==> src/rtl/silife_grid8_if.sv <==
// Signal bundle for silife_grid8: row write port, generation request,
// display read port and status outputs.
interface silife_grid8_if;
  logic        wr_en;
  logic [2:0]  wr_row;
  logic [7:0]  wr_data;
  logic        step;
  logic        wrap;
  logic [2:0]  row_select;
  logic [7:0]  cells;
  logic        busy;
  logic [15:0] generation;

  modport master (
    output wr_en, wr_row, wr_data, step, wrap, row_select,
    input  cells, busy, generation
  );

  modport slave (
    input  wr_en, wr_row, wr_data, step, wrap, row_select,
    output cells, busy, generation
  );
endinterface

==> src/rtl/silife_grid8.sv <==
// 8x8 Game of Life engine: computes one row per cycle into a work buffer,
// then commits the whole grid at once so the display never sees a partial generation.
module silife_grid8 (
  input  logic          clk,
  input  logic          reset,
  silife_grid8_if.slave bus
);

  typedef enum logic [1:0] {IDLE, COMPUTE, COMMIT} state_t;

  state_t      state;
  logic [7:0]  cur [8];
  logic [7:0]  nxt [8];
  logic [2:0]  row_cnt;
  logic        wrap_q;
  logic        busy_q;
  logic [15:0] gen_q;
  logic [7:0]  row_above;
  logic [7:0]  row_below;
  logic [7:0]  row_new;

  function automatic logic [7:0] life_row(
    input logic [7:0] up,
    input logic [7:0] mid,
    input logic [7:0] dn,
    input logic       wrap_en
  );
    logic [7:0] res;
    logic [2:0] cl;
    logic [2:0] cr;
    logic       keep_l;
    logic       keep_r;
    logic [3:0] n;
    res = '0;
    for (int c = 0; c < 8; c++) begin
      cl     = 3'(c + 7);
      cr     = 3'(c + 1);
      keep_l = wrap_en || (c != 0);
      keep_r = wrap_en || (c != 7);
      // 4-bit count so a fully surrounded cell reads 8, not 0
      n = {3'b000, up[c]} + {3'b000, dn[c]}
        + {3'b000, keep_l & up[cl]}  + {3'b000, keep_r & up[cr]}
        + {3'b000, keep_l & mid[cl]} + {3'b000, keep_r & mid[cr]}
        + {3'b000, keep_l & dn[cl]}  + {3'b000, keep_r & dn[cr]};
      res[c] = (n == 4'd3) || (mid[c] && (n == 4'd2));
    end
    return res;
  endfunction

  always_comb begin
    row_above = (!wrap_q && (row_cnt == 3'd0)) ? 8'h00 : cur[row_cnt - 3'd1];
    row_below = (!wrap_q && (row_cnt == 3'd7)) ? 8'h00 : cur[row_cnt + 3'd1];
    row_new   = life_row(row_above, cur[row_cnt], row_below, wrap_q);
  end

  always_ff @(posedge clk) begin
    if (reset) begin
      state   <= IDLE;
      row_cnt <= 3'd0;
      wrap_q  <= 1'b0;
      busy_q  <= 1'b0;
      gen_q   <= 16'd0;
      for (int i = 0; i < 8; i++) begin
        cur[i] <= 8'h00;
        nxt[i] <= 8'h00;
      end
    end else begin
      case (state)
        IDLE: begin
          // a write in the same cycle as a step wins; the step is dropped
          if (bus.wr_en) begin
            cur[bus.wr_row] <= bus.wr_data;
          end else if (bus.step) begin
            state   <= COMPUTE;
            row_cnt <= 3'd0;
            wrap_q  <= bus.wrap;
            busy_q  <= 1'b1;
          end
        end
        COMPUTE: begin
          nxt[row_cnt] <= row_new;
          row_cnt      <= row_cnt + 3'd1;
          if (row_cnt == 3'd7) state <= COMMIT;
        end
        COMMIT: begin
          for (int i = 0; i < 8; i++) cur[i] <= nxt[i];
          gen_q  <= gen_q + 16'd1;
          busy_q <= 1'b0;
          state  <= IDLE;
        end
        default: begin
          state  <= IDLE;
          busy_q <= 1'b0;
        end
      endcase
    end
  end

  assign bus.cells      = cur[bus.row_select];
  assign bus.busy       = busy_q;
  assign bus.generation = gen_q;

endmodule

==> src/flat_wrapper.sv <==
// flat-port wrapper written by rule: the top's interface ports become plain ports
module silife_grid8_flat 
  (clk, reset, bus_wr_en, bus_wr_row, bus_wr_data, bus_step, bus_wrap, bus_row_select, bus_cells, bus_busy, bus_generation);
  silife_grid8_if bus_i ();
  input  logic clk;
  input  logic reset;
  input wire logic [$bits(bus_i.wr_en)-1:0] bus_wr_en;
  input wire logic [$bits(bus_i.wr_row)-1:0] bus_wr_row;
  input wire logic [$bits(bus_i.wr_data)-1:0] bus_wr_data;
  input wire logic [$bits(bus_i.step)-1:0] bus_step;
  input wire logic [$bits(bus_i.wrap)-1:0] bus_wrap;
  input wire logic [$bits(bus_i.row_select)-1:0] bus_row_select;
  output wire logic [$bits(bus_i.cells)-1:0] bus_cells;
  output wire logic [$bits(bus_i.busy)-1:0] bus_busy;
  output wire logic [$bits(bus_i.generation)-1:0] bus_generation;
  assign bus_i.wr_en = bus_wr_en;
  assign bus_i.wr_row = bus_wr_row;
  assign bus_i.wr_data = bus_wr_data;
  assign bus_i.step = bus_step;
  assign bus_i.wrap = bus_wrap;
  assign bus_i.row_select = bus_row_select;
  assign bus_cells = bus_i.cells;
  assign bus_busy = bus_i.busy;
  assign bus_generation = bus_i.generation;
  silife_grid8 u_core (.clk(clk), .reset(reset), .bus(bus_i));
endmodule
==> config.mk <==
export PLATFORM = sky130hd
export DESIGN_NAME = silife_grid8_flat
export DESIGN_NICKNAME = d
export VERILOG_FILES = /design/src/rtl/silife_grid8_if.sv /design/src/rtl/silife_grid8.sv /design/src/flat_wrapper.sv
export SDC_FILE = /design/constraint.sdc
export NUM_CORES = 1
export LEC_CHECK = 0
export CORE_MARGIN = 2
export CORE_UTILIZATION = 40
export CTS_CLUSTER_SIZE = 25
export DETAILED_ROUTE_END_ITERATION = 10
export HOLD_SLACK_MARGIN = 0.03
export PLACE_DENSITY_LB_ADDON = 0.08
export SLEW_MARGIN = 20
export SYNTH_ARGS = -nofsm -noshare
export SYNTH_HDL_FRONTEND = slang
export SYNTH_SLANG_ARGS = --single-unit
==> constraint.sdc <==
create_clock -name clk -period 6.5 [get_ports clk]
set_input_delay 0.65 -clock clk [delete_from_list [all_inputs] [get_ports clk]]
set_output_delay 0.65 -clock clk [all_outputs]
set_load 0.005 [all_outputs]
Yosys cells after proc, flatten, opt, wreduce, memory -nomap -nowiden:

Memories as Yosys holds them, arrays and structs flattened. A register that Yosys moved wholly into a read port is not among the register bits.
Index checks and enable logic that the tools add are counted.
W data, S select, Z words.

* memories kept: 2
* bits in registers: 23
* RAM bits: 128
* logic and storage cells: 172

Memory list
* u_core.cur: depth 8, bits a word 8, rd ports 4, clocked after memory_dff 1, write ports 8, line silife_grid8.sv:12 `logic [7:0] cur [8];`
* u_core.nxt: depth 8, bits a word 8, rd ports 8, clocked after memory_dff 0, write ports 8, line silife_grid8.sv:13 `logic [7:0] nxt [8];`

* reduce and logical (&&, ||, !) cells: 28
* bitwise gates (word level): 16
* equality and inequality tests: 22
* muxes and demuxes: 40
* $add $sub $neg: 59

Operator list (number)
* $add A4 B1 Y4: 48
* $mux W8: 12
* $eq A4 B2 Y1 const B: 16
* $mux W3: 6
* $add A1 B1 Y2: 8
* $add A16 B1 Y16 const B: 1
* $mux W1: 16
* $reduce_or A8 Y1: 2
* $reduce_and A3 Y1: 4
* $logic_and A1 B1 Y1: 10
* $logic_or A1 B1 Y1: 8
* $or A1 B1 Y1: 8
* $and A1 B1 Y1: 6
* $mux W2: 3
* $pmux W3 S2: 1
* $ne A2 B2 Y1 const B: 2
* $pmux W2 S2: 1
* $add A3 B1 Y3 const B: 1
* $eq A3 B3 Y1 const B: 1
* $logic_not A3 Y1: 1
* $sub A3 B1 Y3 const B: 1
* $eq A2 B1 Y1 const B: 1
* $eq A2 B2 Y1 const B: 1
* $logic_not A2 Y1: 1
* 5 further kinds: 6

Depth between registers and ports, before layout:

* depth after elaboration: 14
* gate-level depth with buffers: 21

Least setup slack after synthesis:

Ideal clock, no wire load.

* kind: register -> register
* from: reg u_core.row_cnt[1]
* to: mem u_core.nxt[6][0] (data pin)
* data required time: 6343 ps
* arrival: 4812 ps
* cell stages (with the launch flop): 19
* path slack: 1531 ps
* path through: dfxtp_1 > ha_1 > ha_1 > buf_6 > mux4_1 > mux2_2 > nand2_1 > inv_1 > ha_1 > inv_1 > fa_1 > inv_1 > fa_1 > fa_1 > inv_1 > fa_1 > or2_2 > buf_1 > nor3_1

RTL lines
* start, declared: line silife_grid8.sv:14 `logic [2:0] row_cnt;`
* start signal, assigned: line silife_grid8.sv:82 `row_cnt <= row_cnt + 3'd1;`
* end, declared: line silife_grid8.sv:13

==> impl_results.md <==
* Area share of the largest cell type after synthesis at 38.6%
* Post-cts hold buffer count at 0
* Pwr dens at 258 mW/mm^2
* Multiplexer share of the synthesized area at 14.9%
* Total grt overflow at 0
* TritonCTS Sinks at 154
* Pre-CTS WS at 0.875 ns
* TritonCTS Buffers at 17
* Layout Cells excl Fill at 1208
* Core Area at 0.0244 sq mm
* I/O pins at 44
* CP required at 6.75 ns
* Initial antenna violation count at 0
* Worst setup margin at 0.831 ns
* Detail Route Antenna Nets at 0
* Global-route wire length before repair at 42700 um
* Post-synth top area cell: edfxtp_1
* Setup tns final at 0 ns
* Sequential share of the synthesized area at 43.8%
* Diode count at 0
* Crit path DAT at 5.92 ns
* Fraction of registers with async set/reset at 0%
* Clock buffer depth at 2
* Max Clock Skew at 0.0162 ns
* Static leakage at 0.00413 uW
* Mapped Cells at 843
* RePlAce Congestion at 0.888
* Die span in y at 162 um
* Hold crit path type: flip-flop to flip-flop
* Dpl cells at 1176
* Die area at 0.0262 sq mm
* Avg Inst Size Synth at 11.8 sq um
* Prevailing post-synth register cell: edfxtp_1
* Initial Util at 40.8%
* Tot Pwr at 2880 uW
* Final hold violations at 0
* Most common cell in the netlist: edfxtp_1
* Post-CTS setup buffer count at 0
* RSZ-0062 raised after global routing: false
* Crit start category: flip-flop
* Avg WL per Cell at 23.3 um
* Crit-path max FO at 16
* Total track usage at 22.0%
* Fmax at 176 MHz
* Max-slew headroom at 32.5%
* Layout cells sized above 1 at 13.5%
* # nets final at 951
* Synth Area in Compound Gates at 8.37%
* DR DRC count at 0
* Max VDD drop at 0.176 mV
* Ys Warns at 0
* Vias at 6888
* Post-synthesis adder-cell area fraction at 10.1%
* Critical path class: flip-flop to flip-flop
* Fin crit share at 87.2%
* Leading post-synthesis cells by cell area: edfxtp_1 39%, mux4_2 7.5%, fa_1 6.4%, mux2i_1 5.7%, dfxtp_1 5.2%
* First drt pass iteration count at 7
* Cts repair resizes at 0
* Port Buffers at 43
* Post-synthesis simple-gate area fraction at 16.4%
* Area growth syn-to-layout at 12.3%
* Run status: completed
* Post-Synth XOR/XNOR Area at 1.41%
* CTS root buffer: clkbuf_16
* Clock slew at reported path FFs at 0.07 ns
* Placed wire-length estimate at 22300 um
* Min cycle time layout at 5.67 ns
* Worst-margin pin slew at 1.01 ns
* Final slew viol count at 0
* Rows at 57
* Initial DRC Count at 552
* Max-cap violations at 0
* Critical path capture point type: flip-flop
* Detailed Route WL at 28100 um
* Flops & latches, synth at 154
* Setup Viol. Count Final at 0
* Clock latency on the worst-skew pair at 0.42 ns
* Syn_nets at 923
* DIE WIDTH at 162 um
* Post-synth EDFFs at 128
* Post-synth top cells: 128 x edfxtp_1, 69 x nand2_1, 65 x nor3_1
* Cell Area, Synth at 0.00995 sq mm
* CTS HTree Levels at 4
* Vias in the first global route at 6870
* Drt via density at 5.70
* Largest family of logic cells by synthesized area: simple AND/OR/NAND/NOR gates
* TritonCTS clock tree: yes
* Largest net degree at the start of global routing at 50
* Yosys cell types at 60
per-stage QoR:
stage | cell area, sq um | utilization, % | hold slack [ns]
2_1_floorplan | 9950 | - | 0.466
3_3_place_gp | 10600 | 43.5 | 0.465
3_5_place_dp | 10600 | 43.5 | 0.467
4_1_cts | 11200 | 45.9 | 0.481
5_1_grt | 11200 | 45.8 | 0.501
6_report | 11200 | 45.8 | 0.477
critical path: stages, from the launching register on:
cell	delay, ns
dfxtp_1	0.53
inv_1	0.15
ha_1	0.77
nor2b_1	0.56
nand3_1	0.18
and4_1	0.24
ha_1	0.31
fa_1	0.51
fa_1	0.55
inv_1	0.06
fa_1	0.45
fa_1	0.40
nor2_1	0.11
nand3_1	0.08
a21o_1	0.33
nor3_1	0.22
layer usage:
metal | vias to the layer above | wire (um) | GRT usage, % | share of wire [%]
met1 | 3481 | 13300 | 31.6 | 47
met5 | - | 0 | 0 | 0
met2 | 210 | 13100 | 34.1 | 46
li1 | 3182 | - | - | -
met3 | 15 | 1450 | 4.60 | 5.1
met4 | 0 | 291 | 5.79 | 1.0
cell usage in the layout, fill, tap and decap left out, types with 33 or more instances in the layout:
cell	netlist	routed
nand2_1	69	69
a22o_1	50	50
nor3_1	65	65
edfxtp_1	128	128
nor2_1	34	34
mux4_2	33	33
clkdlybuf4s50_1	0	42
mux2i_1	57	57
nand2b_1	33	33
inv_1	59	59
cell families (layout without fill, tap and decap cells):
family / count (synthesis) / count (layout)
buffers and inverters: 105 / 146
DFF: 154 / 154
xor gates and xnor gates: 13 / 13
AOI/OAI and AO/OA: 108 / 108
and+or+nand+nor: 298 / 298
muxes: 104 / 104
adders and majority gates: 61 / 61
worst paths after layout:
path                     start               end  slack, ns  depth (start not counted)
max          u_core.row_cnt[1]  u_core.nxt[1][4]       0.83                         15
min            u_core.bus.busy   u_core.bus.busy       0.48                          2
max reg2reg  u_core.row_cnt[1]  u_core.nxt[1][4]       0.83                         15
min reg2reg    u_core.bus.busy   u_core.bus.busy       0.48                          2
final cells by class:
| type | instances | area (sq um) |
|---|---|---|
| Inverter | 59 | 221 |
| Clock buffer | 21 | 493 |
| Clock inverter | 11 | 80.1 |
| Multi-Input combinational cell | 584 | 5100 |
| Timing Repair Buffer | 55 | 515 |
| Tap cell | 324 | 405 |
| Sequential cell | 154 | 4370 |
| Fill cell | 2269 | 13200 |
power by group:
part / internal (uW) / switching, uW / total, uW
Sequential: 1110 / 43.5 / 1150
Clock: 547 / 393 / 941
Combinational: 264 / 526 / 790
Total: 1920 / 963 / 2880
sequential cells by signal, indices dropped and copies added (netlist names), named ones only:
| register | count |
|---|---|
| u_core.bus.busy | 1 |
| u_core.bus.generation | 16 |
| u_core.cur | 64 |
| u_core.nxt | 64 |
| u_core.row_cnt | 3 |
| u_core.state | 2 |
| u_core.wrap_q | 1 |
No activity file was read; power rests on OpenSTA's default activity.
